==> config.mk <==
export PLATFORM = sky130hd
export DESIGN_NAME = prv_trap_sequencer
export DESIGN_NICKNAME = d
export VERILOG_FILES = /design/src/rtl/prv_trap_pkg.sv /design/src/rtl/prv_trap_prio_enc.sv /design/src/rtl/prv_trap_sequencer.sv
export SDC_FILE = /design/constraint.sdc
export NUM_CORES = 1
export LEC_CHECK = 0
export CORE_MARGIN = 4
export CORE_UTILIZATION = 36
export DETAILED_ROUTE_END_ITERATION = 10
export PLACE_DENSITY = 0.92
export SYNTH_ARGS = -nofsm -noshare
export SYNTH_HDL_FRONTEND = slang
export SYNTH_SLANG_ARGS = --single-unit
==> constraint.sdc <==
create_clock -name CLK -period 2.5 [get_ports CLK]
set_clock_uncertainty 0.05 [all_clocks]
set_input_delay 0.375 -clock CLK [delete_from_list [all_inputs] [get_ports CLK]]
set_output_delay 0.375 -clock CLK [all_outputs]
set_load 0.005 [all_outputs]
==> src/rtl/prv_trap_pkg.sv <==
// Shared types and cause codes for the machine-mode trap sequencer.
// Vectored mtvec mode is enabled in the top when PRV_VECTORED_TVEC_EN is defined.
package prv_trap_pkg;

  typedef enum logic [1:0] {
    StIdle,
    StDrain,
    StCommit,
    StRedirect
  } trap_state_t;

  typedef enum logic [1:0] {
    TvecDirect   = 2'b00,
    TvecVectored = 2'b01
  } tvec_mode_t;

  localparam int unsigned INSN_MISALIGN  = 0;
  localparam int unsigned INSN_FAULT     = 1;
  localparam int unsigned ILLEGAL_INSN   = 2;
  localparam int unsigned BREAKPOINT     = 3;
  localparam int unsigned LOAD_MISALIGN  = 4;
  localparam int unsigned LOAD_FAULT     = 5;
  localparam int unsigned STORE_MISALIGN = 6;
  localparam int unsigned STORE_FAULT    = 7;
  localparam int unsigned ECALL_M        = 11;
  localparam int unsigned RMGMT          = 24;
  localparam int unsigned M_SOFT_INT     = 3;
  localparam int unsigned M_TIMER_INT    = 7;
  localparam int unsigned M_EXT_INT      = 11;

endpackage

==> src/rtl/prv_trap_prio_enc.sv <==
// Combinational priority encoder: picks the winning exception, else the winning
// enabled interrupt, and reports whether mtval should carry the faulting address.
module prv_trap_prio_enc
  import prv_trap_pkg::*;
#(
  parameter int unsigned CAUSE_W = 5
) (
  input  logic               i_fault_insn,
  input  logic               i_mal_insn,
  input  logic               i_illegal_insn,
  input  logic               i_breakpoint,
  input  logic               i_env_m,
  input  logic               i_ex_rmgmt,
  input  logic               i_mal_s,
  input  logic               i_mal_l,
  input  logic               i_fault_s,
  input  logic               i_fault_l,
  input  logic               i_ext_en,
  input  logic               i_soft_en,
  input  logic               i_timer_en,
  output logic               o_valid,
  output logic [CAUSE_W-1:0] o_cause,
  output logic               o_cause_int,
  output logic               o_use_badaddr
);

  always_comb begin
    o_valid       = 1'b1;
    o_cause       = '0;
    o_cause_int   = 1'b0;
    o_use_badaddr = 1'b0;
    if (i_fault_insn) begin
      o_cause       = CAUSE_W'(INSN_FAULT);
      o_use_badaddr = 1'b1;
    end else if (i_mal_insn) begin
      o_cause       = CAUSE_W'(INSN_MISALIGN);
      o_use_badaddr = 1'b1;
    end else if (i_illegal_insn) begin
      o_cause = CAUSE_W'(ILLEGAL_INSN);
    end else if (i_breakpoint) begin
      o_cause = CAUSE_W'(BREAKPOINT);
    end else if (i_env_m) begin
      o_cause = CAUSE_W'(ECALL_M);
    end else if (i_ex_rmgmt) begin
      o_cause = CAUSE_W'(RMGMT);
    end else if (i_mal_s) begin
      o_cause       = CAUSE_W'(STORE_MISALIGN);
      o_use_badaddr = 1'b1;
    end else if (i_mal_l) begin
      o_cause       = CAUSE_W'(LOAD_MISALIGN);
      o_use_badaddr = 1'b1;
    end else if (i_fault_s) begin
      o_cause       = CAUSE_W'(STORE_FAULT);
      o_use_badaddr = 1'b1;
    end else if (i_fault_l) begin
      o_cause       = CAUSE_W'(LOAD_FAULT);
      o_use_badaddr = 1'b1;
    end else if (i_ext_en) begin
      o_cause     = CAUSE_W'(M_EXT_INT);
      o_cause_int = 1'b1;
    end else if (i_soft_en) begin
      o_cause     = CAUSE_W'(M_SOFT_INT);
      o_cause_int = 1'b1;
    end else if (i_timer_en) begin
      o_cause     = CAUSE_W'(M_TIMER_INT);
      o_cause_int = 1'b1;
    end else begin
      o_valid = 1'b0;
    end
  end

endmodule

==> src/rtl/prv_trap_sequencer.sv <==
// Trap entry / mret sequencer between the hazard unit and the machine CSR file.
// Define PRV_VECTORED_TVEC_EN to honour vectored mtvec mode for interrupts.
module prv_trap_sequencer
  import prv_trap_pkg::*;
#(
  parameter int unsigned XLEN    = 32,
  parameter int unsigned CAUSE_W = 5
) (
  input  logic               CLK,
  input  logic               RST,
  input  logic               fault_insn,
  input  logic               mal_insn,
  input  logic               illegal_insn,
  input  logic               breakpoint,
  input  logic               env_m,
  input  logic               mal_s,
  input  logic               mal_l,
  input  logic               fault_s,
  input  logic               fault_l,
  input  logic               ex_rmgmt,
  input  logic               timer_int,
  input  logic               soft_int,
  input  logic               ext_int,
  input  logic               mie_g,
  input  logic               mtie,
  input  logic               msie,
  input  logic               meie,
  input  logic               pipe_clear,
  input  logic               ret,
  input  logic [XLEN-1:0]    epc,
  input  logic [XLEN-1:0]    badaddr,
  input  logic [XLEN-1:0]    mtvec,
  input  logic [XLEN-1:0]    mepc_r,
  output logic               insert_pc,
  output logic [XLEN-1:0]    priv_pc,
  output logic               intr,
  output logic               csr_trap_we,
  output logic               csr_ret_we,
  output logic [CAUSE_W-1:0] cause,
  output logic               cause_int,
  output logic [XLEN-1:0]    tval,
  output logic               busy
);

  trap_state_t        r_state, w_state_d;
  logic               r_ret, w_ret_d;
  logic [CAUSE_W-1:0] r_cause;
  logic               r_cause_int;
  logic [XLEN-1:0]    r_epc;
  logic [XLEN-1:0]    r_tval;
  logic               w_load;

  logic               w_valid;
  logic [CAUSE_W-1:0] w_cause;
  logic               w_cause_int;
  logic               w_use_badaddr;
  logic [XLEN-1:0]    w_tvec_base;
  logic [XLEN-1:0]    w_trap_pc;
  logic               w_unused;

  prv_trap_prio_enc #(
    .CAUSE_W(CAUSE_W)
  ) u_prio_enc (
    .i_fault_insn  (fault_insn),
    .i_mal_insn    (mal_insn),
    .i_illegal_insn(illegal_insn),
    .i_breakpoint  (breakpoint),
    .i_env_m       (env_m),
    .i_ex_rmgmt    (ex_rmgmt),
    .i_mal_s       (mal_s),
    .i_mal_l       (mal_l),
    .i_fault_s     (fault_s),
    .i_fault_l     (fault_l),
    .i_ext_en      (ext_int & meie & mie_g),
    .i_soft_en     (soft_int & msie & mie_g),
    .i_timer_en    (timer_int & mtie & mie_g),
    .o_valid       (w_valid),
    .o_cause       (w_cause),
    .o_cause_int   (w_cause_int),
    .o_use_badaddr (w_use_badaddr)
  );

  assign w_tvec_base = {mtvec[XLEN-1:2], 2'b00};

`ifdef PRV_VECTORED_TVEC_EN
  assign w_trap_pc = (tvec_mode_t'(mtvec[1:0]) == TvecVectored && r_cause_int) ?
                     w_tvec_base + (XLEN'(r_cause) << 2) : w_tvec_base;
  // The CSR file takes mepc from its own epc tap; the latched copy has no reader here.
  assign w_unused  = ^r_epc;
`else
  assign w_trap_pc = w_tvec_base;
  assign w_unused  = ^{r_epc, mtvec[1:0]};
`endif

  always_ff @(posedge CLK) begin
    if (RST) begin
      r_state     <= StIdle;
      r_ret       <= 1'b0;
      r_cause     <= '0;
      r_cause_int <= 1'b0;
      r_epc       <= '0;
      r_tval      <= '0;
    end else begin
      r_state <= w_state_d;
      r_ret   <= w_ret_d;
      if (w_load) begin
        r_cause     <= w_cause;
        r_cause_int <= w_cause_int;
        r_epc       <= epc;
        r_tval      <= w_use_badaddr ? badaddr : '0;
      end
    end
  end

  always_comb begin
    w_state_d   = r_state;
    w_ret_d     = r_ret;
    w_load      = 1'b0;
    csr_trap_we = 1'b0;
    csr_ret_we  = 1'b0;
    insert_pc   = 1'b0;
    priv_pc     = '0;
    unique case (r_state)
      StIdle: begin
        // A pending trap swallows a simultaneous mret.
        if (w_valid) begin
          w_state_d = StDrain;
          w_ret_d   = 1'b0;
          w_load    = 1'b1;
        end else if (ret) begin
          w_state_d = StDrain;
          w_ret_d   = 1'b1;
        end
      end
      StDrain: begin
        if (pipe_clear) w_state_d = StCommit;
      end
      StCommit: begin
        csr_trap_we = ~r_ret;
        csr_ret_we  = r_ret;
        w_state_d   = StRedirect;
      end
      StRedirect: begin
        insert_pc = 1'b1;
        priv_pc   = r_ret ? mepc_r : w_trap_pc;
        w_state_d = StIdle;
      end
      default: w_state_d = StIdle;
    endcase
  end

  assign busy      = (r_state != StIdle);
  assign intr      = busy;
  assign cause     = r_cause;
  assign cause_int = r_cause_int;
  assign tval      = r_tval;

endmodule

==> results.toml <==
[drt]
drc_errors = 0
drt-initial-drc-count = 105
dr_total_vias = 2812
ant_nets = 0
dr.pass1.iters = 4
totalWireLength_mm = 9.657
viasPerCell = 4.890
drt-wirelength-per-cell_um = 16.79

[setup_path]
worstPathCellList = "ha_1 -> buf_4 -> nor2b_1 -> clkdlybuf4s50_1"
crit_start = "r_state[0]"
cp_slowest_stage_delay_ns = 0.60
worst_ep_required_time_ns = 2.08
crit_fanout = 33
crit_buf_inv = 2
crit_slowest_cell = "clkdlybuf4s50_1"
start_kind = "flip-flop"
reg2reg_from = "r_state[0]"
cp.depth = 4
crit_path_end_kind = "output pin"
critPathKind = "reg2out"
path_delay_family = "buffers and inverters"
reg2reg_slack_ns = 0.92
crit_arrival_ns = 1.89
ff2ff_path_depth = 5

[global_route]
grt_util_all_layers_pct = 20.07
antenna_found_initial = 0
grt_max_degree = 36
grt_pass1_vias = 2867
grt_pass1_wl_mm = 14.17
grt_overflow_total = 0

[layout]
fin_area_mm2 = 0.004823
drive_above_1_share_pct = 5.042
finalNetCount = 628
multi_input_area_mm2 = 0.001740
antenna_cells = 0
nFillCells = 625
regArea_um2 = 822.0
syn_to_final_growth_pct = 77.57

[floorplanning]
die_w_um = 94.87
fp-row-count = 31
ioPinCount = 224
core_mm2 = 0.007292
die_area_mm2 = 0.008999
dieHeight_um = 94.87
start_util_pct = 37.25

[synth]
yosys.area.top_type_share_pct = 30.22
synthCells = 293
synth-seq-area-share_pct = 30.22
synth_cell_types = 37
yosys-top-cells-area = "dfxtp_1, mux2i_1, nand3b_1"
ys_seq_elements = 41
syn_area_mm2 = 0.002716
synth_warnings = 0
synth_area_per_cell_um2 = 9.271
synth_top_cell_by_area = "dfxtp_1"
syn_nets = 446

[hold_path]
min_from = "tval[1]"
min_path_cells = 2
min_path_type = "reg2reg"

[power]
powerDensity_mw_per_mm2 = 688.3
peakVddDrop_v = 0.0004398
p_leak_nw = 1.774

[clock_tree]
cts_resized = 0
postCtsHoldBufs = 0
cts_tree = "done"
cts_sinks = 41
numCtsBuffers = 5
clk_pin_slew_ns = 0.08
cts-root-buf = "clkbuf_8"
cts_setup_buffers = 0
clockBufferDepth = 2
cts.htree.levels = 2
insertion_delay_ns = 0.28

[sta]
rsz0062_at_grt = "false"
setup_viol = 0
setup_tns_ns = 0
min_period_ns = 2.317
timing.final.crit_share_pct = 92.70
slew_viol_final = 0
fmax_ghz = 0.4315
maxSlewHeadroom_pct = 63.28
hold_viol_final = 0
worstMarginPinSlew_ns = 0.5471

[placed_design]
dpl_cell_area_mm2 = 0.004708
io_buffers = 189
place_hpwl_mm = 7.769
routabilityCongestion = 0.8029

[outcome]
status = "completed"

[run]
cap_violations = 0
cells in the final DEF, fill, tap and decap left out, types with 2 or more instances in the layout:
cell type | Yosys | routed
nor2b_1 | 31 | 31
buf_12 | 3 | 3
nand3b_1 | 34 | 34
nor3_1 | 3 | 3
nand2_1 | 2 | 2
clkdlybuf4s50_1 | 0 | 188
inv_1 | 6 | 6
a21oi_1 | 6 | 6
nor3b_1 | 2 | 2
and3_1 | 2 | 2
mux2i_1 | 67 | 67
nor2_1 | 9 | 9
clkbuf_8 | 0 | 5
ha_1 | 4 | 4
o31ai_1 | 3 | 3
nand2b_1 | 39 | 39
dfxtp_1 | 41 | 40
buf_4 | 2 | 7
final timing paths:
path / end
setup reg to reg: r_state[0]
setup / recovery: priv_pc[7]
hold reg to reg: tval[1]
hold / removal: tval[1]
area by class of cell:
cell class | count | share of cell area, %
clock buffer | 5 | 1.427
clock inverter | 3 | 0.9598
inverter | 6 | 0.4669
multi-input combinational | 222 | 36.08
sequential | 41 | 17.04
tap | 99 | 2.568
timing repair buffer | 199 | 41.45
power by group:
part,internal [W],switching [W]
combinational,0.00110,0.000751
clock,0.000299,0.000244
sequential,0.000830,0.000100
total,0.00223,0.00109
state kept, by name (all words and copies together), names as in the netlist:
| name | cells |
|---|---|
| cause | 5 |
| r_state | 2 |
| tval | 32 |
| cause_int | 1 |
| r_ret | 1 |
cells in the mapped netlist:
cell type,number
a211oi_1,1
a22oi_1,1
and3_1,2
nand3b_1,34
buf_12,3
nor2_1,9
o21ai_0,1
inv_1,6
nand4b_1,1
a21oi_1,6
a211o_1,1
o32a_1,1
and2_1,1
nand3_1,1
dfxtp_1,41
clkbuf_1,14
a31oi_1,1
nor2b_1,31
o21ai_1,2
buf_4,2
mux2i_1,67
ha_1,4
o2111ai_1,1
or4b_1,1
nand2b_1,39
o31ai_1,3
o21bai_1,1
or3_1,1
buf_2,5
nand4_1,1
nor3_1,3
nand4b_2,1
nor3b_1,2
o31ai_2,1
o21a_1,1
nand2_1,2
nor4_4,1
worst reg2reg max path, stage by stage (launching register included):
cell      delay [ns]
dfxtp_1         0.34
inv_1           0.08
ha_1            0.40
nand3b_1        0.12
o32a_1          0.35
mux2i_1         0.13
layer usage:
metal / track usage [%] / part of all wire [%]
met5: 0 / 0
met4: 5.769 / 3.3
met3: 6.295 / 9.2
met2: 38.87 / 52
met1: 20.34 / 35
through the flow:
stage | power, W | cells | util [%] | hold slack, ns | worst slack, ns
after global placement | 0.002761 | 567 | 64.57 | 0.4105 | 0.2876
after CTS | 0.003352 | 575 | 66.15 | 0.4341 | 0.1848
after detailed placement | 0.002799 | 567 | 64.57 | 0.4222 | 0.2497
after global routing | 0.003522 | 575 | 66.15 | 0.4561 | 0.07380
after floorplan | 0.002024 | 293 | - | 0.4150 | 0.7973
final | 0.003320 | 575 | 66.15 | 0.4311 | 0.1825
logic make-up after synthesis:
family                     count (synthesis)  synth area share [%]
and+or+nand+nor                          130                 31.51
muxes                                     67                 24.69
DFF                                       41                 30.22
buffers and inverters                     30                 6.448
AOI/OAI and AO/OA                         21                 5.298
adders and majority gates                  4                 1.843
No activity file was read; power rests on OpenSTA's default activity.
